===== config.mk =====
export PLATFORM = sky130hd
export DESIGN_NAME = display_scheduler
export DESIGN_NICKNAME = d
export VERILOG_FILES = /design/src/rtl/display_scheduler.sv
export SDC_FILE = /design/constraint.sdc
export NUM_CORES = 1
export LEC_CHECK = 0
export CELL_PAD_IN_SITES_DETAIL_PLACEMENT = 0
export CELL_PAD_IN_SITES_GLOBAL_PLACEMENT = 1
export CORE_UTILIZATION = 29
export DETAILED_ROUTE_END_ITERATION = 16
export GPL_TIMING_DRIVEN = 0
export PLACE_DENSITY = 0.76
export SYNTH_ARGS = -nofsm -noshare
export SYNTH_HDL_FRONTEND = slang
export SYNTH_SLANG_ARGS = --single-unit

===== constraint.sdc =====
create_clock -name clk -period 2.6 [get_ports clk]
set_clock_uncertainty 0.05 [all_clocks]
set_input_delay 0.39 -clock clk [delete_from_list [all_inputs] [get_ports clk]]
set_output_delay 0.39 -clock clk [all_outputs]
set_load 0.005 [all_outputs]

===== src/rtl/display_scheduler.sv =====
// rtl/display_scheduler.sv - round-robin scheduler that gives one of four sources the 8-digit display for a fixed dwell
// Outputs are registered; the snapshot in disp_value persists through IDLE until the next capture.
module display_scheduler #(
    parameter int unsigned DWELL = 50_000_000
) (
    input  logic        clk,
    input  logic        reset,
    input  logic [3:0]  req,
    input  logic [31:0] data0,
    input  logic [31:0] data1,
    input  logic [31:0] data2,
    input  logic [31:0] data3,
    input  logic        freeze,
    output logic [3:0]  grant,
    output logic [3:0]  done,
    output logic [31:0] disp_value,
    output logic [1:0]  disp_src,
    output logic        busy
);

    typedef enum logic [1:0] {
        S_IDLE = 2'd0,
        S_SHOW = 2'd1,
        S_DONE = 2'd2
    } state_t;

    localparam logic [26:0] LP_LAST_CNT = 27'(DWELL - 1);

    state_t      r_state;
    logic [26:0] r_cnt;
    logic [1:0]  r_last;
    logic [3:0]  r_grant;
    logic [3:0]  r_done;
    logic [31:0] r_value;
    logic [1:0]  r_src;
    logic        r_busy;

    state_t      w_state_nxt;
    logic [26:0] w_cnt_nxt;
    logic [1:0]  w_last_nxt;
    logic [3:0]  w_grant_nxt;
    logic [3:0]  w_done_nxt;
    logic [31:0] w_value_nxt;
    logic [1:0]  w_src_nxt;
    logic        w_busy_nxt;
    logic [1:0]  w_win;
    logic [31:0] w_win_data;

    // Scanning from farthest to nearest lets the nearest requester after last overwrite the pick.
    function automatic logic [1:0] rr_pick(input logic [3:0] r, input logic [1:0] last);
        logic [1:0] pick;
        logic [1:0] idx;
        pick = last;
        for (int k = 4; k >= 1; k--) begin
            idx = last + 2'(k);
            if (r[idx]) pick = idx;
        end
        return pick;
    endfunction

    assign w_win = rr_pick(req, r_last);

    always_comb begin
        w_win_data = data0;
        case (w_win)
            2'd0:    w_win_data = data0;
            2'd1:    w_win_data = data1;
            2'd2:    w_win_data = data2;
            default: w_win_data = data3;
        endcase
    end

    always_ff @(posedge clk) begin
        if (!reset) begin
            r_state <= S_IDLE;
            r_cnt   <= '0;
            r_last  <= 2'd3;
            r_grant <= '0;
            r_done  <= '0;
            r_value <= '0;
            r_src   <= '0;
            r_busy  <= 1'b0;
        end else begin
            r_state <= w_state_nxt;
            r_cnt   <= w_cnt_nxt;
            r_last  <= w_last_nxt;
            r_grant <= w_grant_nxt;
            r_done  <= w_done_nxt;
            r_value <= w_value_nxt;
            r_src   <= w_src_nxt;
            r_busy  <= w_busy_nxt;
        end
    end

    // Early release outranks both dwell completion and freeze.
    always_comb begin
        w_state_nxt = r_state;
        case (r_state)
            S_IDLE: if (|req) w_state_nxt = S_SHOW;
            S_SHOW: begin
                if (!req[r_src])
                    w_state_nxt = S_IDLE;
                else if (!freeze && r_cnt == LP_LAST_CNT)
                    w_state_nxt = S_DONE;
            end
            S_DONE:  w_state_nxt = S_IDLE;
            default: w_state_nxt = S_IDLE;
        endcase
    end

    always_comb begin
        w_grant_nxt = '0;
        w_done_nxt  = '0;
        w_value_nxt = r_value;
        w_src_nxt   = r_src;
        w_cnt_nxt   = r_cnt;
        w_last_nxt  = r_last;
        w_busy_nxt  = (w_state_nxt != S_IDLE);
        case (r_state)
            S_IDLE: begin
                if (|req) begin
                    w_grant_nxt = 4'b0001 << w_win;
                    w_value_nxt = w_win_data;
                    w_src_nxt   = w_win;
                    w_cnt_nxt   = '0;
                    w_last_nxt  = w_win;
                end
            end
            S_SHOW: begin
                if (w_state_nxt == S_SHOW) begin
                    w_grant_nxt = r_grant;
                    if (!freeze) w_cnt_nxt = r_cnt + 27'd1;
                end else if (w_state_nxt == S_DONE) begin
                    w_done_nxt = 4'b0001 << r_src;
                end
            end
            default: begin
            end
        endcase
    end

    assign grant      = r_grant;
    assign done       = r_done;
    assign disp_value = r_value;
    assign disp_src   = r_src;
    assign busy       = r_busy;

endmodule


== Yosys cells after proc, flatten, opt, wreduce, memory -nomap -nowiden ==
Cells that the tools add are included.
Storage, ports and cells
  flip-flop bits (word level): 74
  output and inout port bits: 43
  word-level logic and storage cells: 64
Cells by class
  add/subtract/negate cells: 4
  $lt $le $gt $ge: 4
  equality and inequality tests: 10
  shifts and indexed selects: 2
  multiplexer cells: 23
  bitwise operators: 3
  reductions and logical operators: 10
Operators by type and width (count)
  $pmux W32 S3: 1
  $mux W27: 3
  $pmux W27 S2: 1
  $add A27 B1 Y27 const B: 1
  $eq A27 B26 Y1 const B: 1
  $lt A2 B3 Y1 const B: 4
  $mux W2: 6
  $bmux W1 S2: 4
  $mux W4: 2
  $ne A2 B2 Y1 const B: 4
  $pmux W4 S2: 1
  $reduce_or A4 Y1: 2
  $shl A1 B2 Y4 const A: 2
  $eq A2 B1 Y1 const B: 3
  $add A2 B2 Y2 const B: 2
  $eq A2 B2 Y1 const B: 2
  $logic_not A2 Y1: 2
  $mux W1: 4
  $pmux W2 S2: 1
  $reduce_and A4 Y1: 1
  $reduce_bool A2 Y1: 2
  $not A1 Y1: 3
  $add A2 B1 Y2 const B: 1
  $reduce_and A2 Y1: 1
  other kinds (2): 2

== Depth between registers and ports, before layout ==
  depth after elaboration: 9
  depth in mapped cells: 8

== Worst setup path before layout ==
No wires, ideal clock.
  kind: register -> register
  start: register r_cnt[0]
  end: register r_cnt[19]
  library setup time: 0.071 ns
  arrival time: 1.821 ns
  path slack: 0.659 ns
  stages on the path, launching flop included: 9
  path buffers: 1
  period minus slack after synthesis: 1.941 ns
  cells stage by stage: dfxtp_1 > ha_1 > nor4b_1 > and4_1 > a21oi_2 > o211ai_1 > buf_2 > or3_1 > a21oi_1
Between the ends
  longest elaborated chain between the ends: 8
  elaborated cells between the ends (all ways): 12
RTL lines
  start, declared: line 30  | logic [26:0] r_cnt;
  start signal, assigned: line 85  | r_cnt <= w_cnt_nxt;
  $eq A27 B26 Y1: line 103  | else if (!freeze && r_cnt == LP_LAST_CNT)
  $logic_and A1 B1 Y1: line 103
  $mux W2: line 103
  $mux W2: line 101  | if (!req[r_src])
  $pmux W2 S2: line 98  | case (r_state)
  $eq A2 B1 Y1: line 130  | if (w_state_nxt == S_SHOW) begin
  $ne A2 B2 Y1 (no source line)
  $reduce_and A4 Y1 (no source line)
Parallel ways exist; a longest one is shown, timed or not. The select of a mux whose other input is x is not followed.
A chain may end at the register's enable or synchronous reset.

== Worst setup path after layout ==
  start: input port req[0]
  end: register r_done[0] (netlist: done[0])
Between the ends
  longest elaborated chain between the ends: 7
  elaborated cells between the ends (all ways): 10
RTL lines
  start, declared: line 8  | input logic [3:0] req,
  $bmux W1 S2: line 101
  $mux W1 (implied by the code): line 101
  $mux W2: line 101
  $pmux W2 S2 (*): line 98
  $eq A2 B2 Y1: line 133  | end else if (w_state_nxt == S_DONE) begin
  $not A1 Y1 (no source line)
  $reduce_or A4 Y1 (no source line) (*)
  end signal, assigned: line 88  | r_done <= w_done_nxt;
  end, declared: line 33  | logic [3:0] r_done;
Mark *: on every way between the ends. The rest lies on a longest branch, timed or not. The select of a mux whose other input is x is not followed.

==> results.sh <==
export IMPL_clock_sinks=74
export IMPL_critPathMaxStageDelay_ps=490
export IMPL_maxCapViolations=0
export IMPL_viasPerCell=4.90
export IMPL_holdPathEnd="disp_value[23]$_SDFFE_PN0P_"
export IMPL_grt_use_met3_pct=5.07
export IMPL_crit_path_top_delay_cell="clkdlybuf4s50_1"
export IMPL_grt_busiest_layer="met2"
export IMPL_area_growth_pct=62.1
export IMPL_grt_util_all_layers_pct=19.0
export IMPL_fin_crit_sh_pct=93.1
export IMPL_overflow=0
export IMPL_start_util_pct=29.7
export IMPL_avgRoutedWirePerCell_um=15.2
export IMPL_dp_slack_ps=-357
export IMPL_critical_path_class="in2reg"
export IMPL_clockPowerShare_pct=37.1
export IMPL_critPathLaunchType="input port"
export IMPL_comb_power_share_pct=26.9
export IMPL_die_area_um2=13300
export IMPL_async_reset_ff_share_pct=0
export IMPL_p_leak_nw=2.22
export IMPL_peakVddDrop_uv=310
export IMPL_ant_nets=0
export IMPL_hold_viol=0
export IMPL_drt_iter0_drc=164
export IMPL_drc=0
export IMPL_num_rows=41
export IMPL_final_common_cell="clkdlybuf4s50_1"
export IMPL_hp_start="disp_value[23]$_SDFFE_PN0P_"
export IMPL_rsz0062_at_grt="false"
export IMPL_hold_path_class="reg2reg"
export IMPL_die_h_um=115
export IMPL_netSwitchingFraction_pct=26.4
export IMPL_slew_violations=0
export IMPL_setup_viol=0
export IMPL_ctsHoldBuffers=0
export IMPL_power_density_nw_per_um2=596
export IMPL_cp_required_ps=2800
export IMPL_setup_ws_ps=180
export IMPL_endpoint_kind="register"
export IMPL_cts_buffer_depth=2
export IMPL_synthCells=433
export IMPL_synth_edf_count=0
export IMPL_met1_usage_pct=21.4
export IMPL_synth_fp_nets=569
export IMPL_r2r_setup_slack_ps=400
export IMPL_die_width_um=115
export IMPL_hpwl_um=9750
export IMPL_final_cell_mix="clkdlybuf4s50_1, dfxtp_1, o21ai_1"
export IMPL_cts_setup_buffers=0
export IMPL_path_cells="clkdlybuf4s50_1, nor4_1, or3_1, buf_2, nand2_1, nor3_1, nor3b_1"
export IMPL_drive_gt1_share_pct=5.59
export IMPL_ios=178
export IMPL_synth_ff_type="dfxtp_1"
export IMPL_cp_max_fo=10
export IMPL_synth_area_leader_cell="dfxtp_1"
export IMPL_status="finished clean"
export IMPL_grt_max_degree=13
export IMPL_cts_buffers_inserted=9
export IMPL_synth_cell_types=48
export IMPL_p_seq_share_pct=36.0
export IMPL_clk_pin_slew_ps=60
export IMPL_avgSynthCellArea_um2=8.61
export IMPL_fmax_mhz=413
export IMPL_diodes=0
export IMPL_gr_usage_met2_pct=34.1
export IMPL_worstReg2RegStart="r_cnt[11]$_SDFFE_PN0P_"
export IMPL_drt_total_wl_um=12200
export IMPL_arrival_ps=2620
export IMPL_root_buffer="clkbuf_16"
export IMPL_tightest_slew_ps=642
export IMPL_rr_endpoint="r_cnt[26]$_SDFFE_PN0P_"
export IMPL_synth_area_um2=3730
export IMPL_slew_headroom_pct=56.8
export IMPL_synth_seq_cells=74
export IMPL_yosysSeqAreaShare_pct=39.7
export IMPL_layout_min_cycle_time_ps=2420
export IMPL_htree_levels=3
export IMPL_nets=757
export IMPL_synth_area_leaders="dfxtp_1, mux2i_1, o21ai_1"
export IMPL_synth_warnings=0
export IMPL_tritoncts="yes"
export IMPL_post_cts_resized=1
export IMPL_yosys_area_top_type_share_pct=39.7
export IMPL_worst_r2r_path_depth=6
export IMPL_antenna_found_initial=0
export IMPL_clk_latency_ps=330
export IMPL_switching_power_w=0.000953
export IMPL_vias=3909
export IMPL_portBuffers=177
export IMPL_min_path_cells=2
export IMPL_grt_pass1_wl_um=19100
export IMPL_whs_ps=395
export IMPL_grt_pass1_vias=3864
export IMPL_p_int_w=0.00265
export IMPL_globalplace_congestion=0.789
export IMPL_core_area_um2=12600
export IMPL_drt_first_pass_iters=5
[through the flow]
step	utilization (%)	TNS [ps]	instance area, µm²	instances	power [W]
2_1_floorplan	-	0	3730	433	0.00176
3_3_place_gp	45.5	-8440	5720	782	0.00230
3_5_place_dp	45.5	-8170	5720	782	0.00230
4_1_cts	48.0	0	6040	798	0.00365
5_1_grt	48.1	0	6040	798	0.00378
6_report	48.1	0	6040	798	0.00361
[critical path: cells and delay by family]
kind	cells	cell delay (ps)
buf+inv	2	710
simple gates	5	1520
[power by group through the flow]
stage	Clock [W]	Sequential (W)	Combinational, W
floorplan	0	0.00132	0.000438
global placement	0	0.00132	0.000978
detailed placement	0	0.00132	0.000981
CTS	0.00136	0.00130	0.000984
global route	0.00141	0.00131	0.00105
finish	0.00134	0.00130	0.000969
[logic make-up after synthesis]
| group | after synthesis | synth area share [%] |
|---|---|---|
| and+or+nand+nor | 138 | 19.2 |
| AOI/OAI and AO/OA | 134 | 22.7 |
| DFF | 74 | 39.7 |
| muxes | 41 | 11.3 |
| buffers and inverters | 31 | 3.49 |
| xor gates and xnor gates | 14 | 3.29 |
| adders and majority gates | 1 | 0.335 |
[registers in the layout (all words and copies together) (netlist names)]
name / cells
r_cnt: 27
r_state: 2
grant: 4
r_last: 2
disp_value: 32
busy: 1
disp_src: 2
done: 4
[synth_stat cells (2+ instances only)]
cell and number:
o211ai_1 4, nor4_1 2, nor3_1 4, a21boi_0 2
nor4bb_1 2, a21boi_1 2, nand2_1 45, nand4_1 11
nor3b_1 2, and3_1 6, o21ai_1 55, nor2_1 20
nand3_1 11, nand2b_1 5, a21oi_1 14, xnor2_1 4
xor2_1 10, o2bb2ai_1 28, and4_1 3, dfxtp_1 74
mux2i_1 40, a22o_1 4, buf_2 10, buf_1 4
clkbuf_1 15, o21a_1 2, and2_1 6, or4_1 3
or3_1 9, nor2b_1 3, nand3b_1 2, o21ai_0 15
[how the worst max path moves through the flow]
stage	startpoint	to	slack (ps)	cells past startpoint
after floorplan	r_cnt[0]$_SDFFE_PN0P_	r_cnt[19]$_SDFFE_PN0P_	660	8
after global placement	req[0]	disp_value[22]$_SDFFE_PN0P_	-350	8
after detailed placement	req[0]	disp_value[22]$_SDFFE_PN0P_	-360	8
after CTS	req[0]	disp_value[21]$_SDFFE_PN0P_	90	8
after global routing	req[0]	done[0]$_SDFF_PP0_	5	7
final	req[0]	done[0]$_SDFF_PP0_	180	7
[per-layer routing]
layer  up-vias  wire (µm)
met1      1786       5000
met2       139       6120
met4         0        210
li1       1970          -
met5         -          0
met3        14        827
[cell type report]
cell class / instances / area, µm²
sequential: 74 / 1480
inverter: 1 / 3.75
fill: 1236 / 6520
multi-input combinational: 328 / 2120
buffer: 30 / 134
tap: 172 / 215
clock inverter: 5 / 77.6
clock buffer: 11 / 243
timing repair buffer: 177 / 1770
Note: power is estimated with default switching activity, not from simulation.
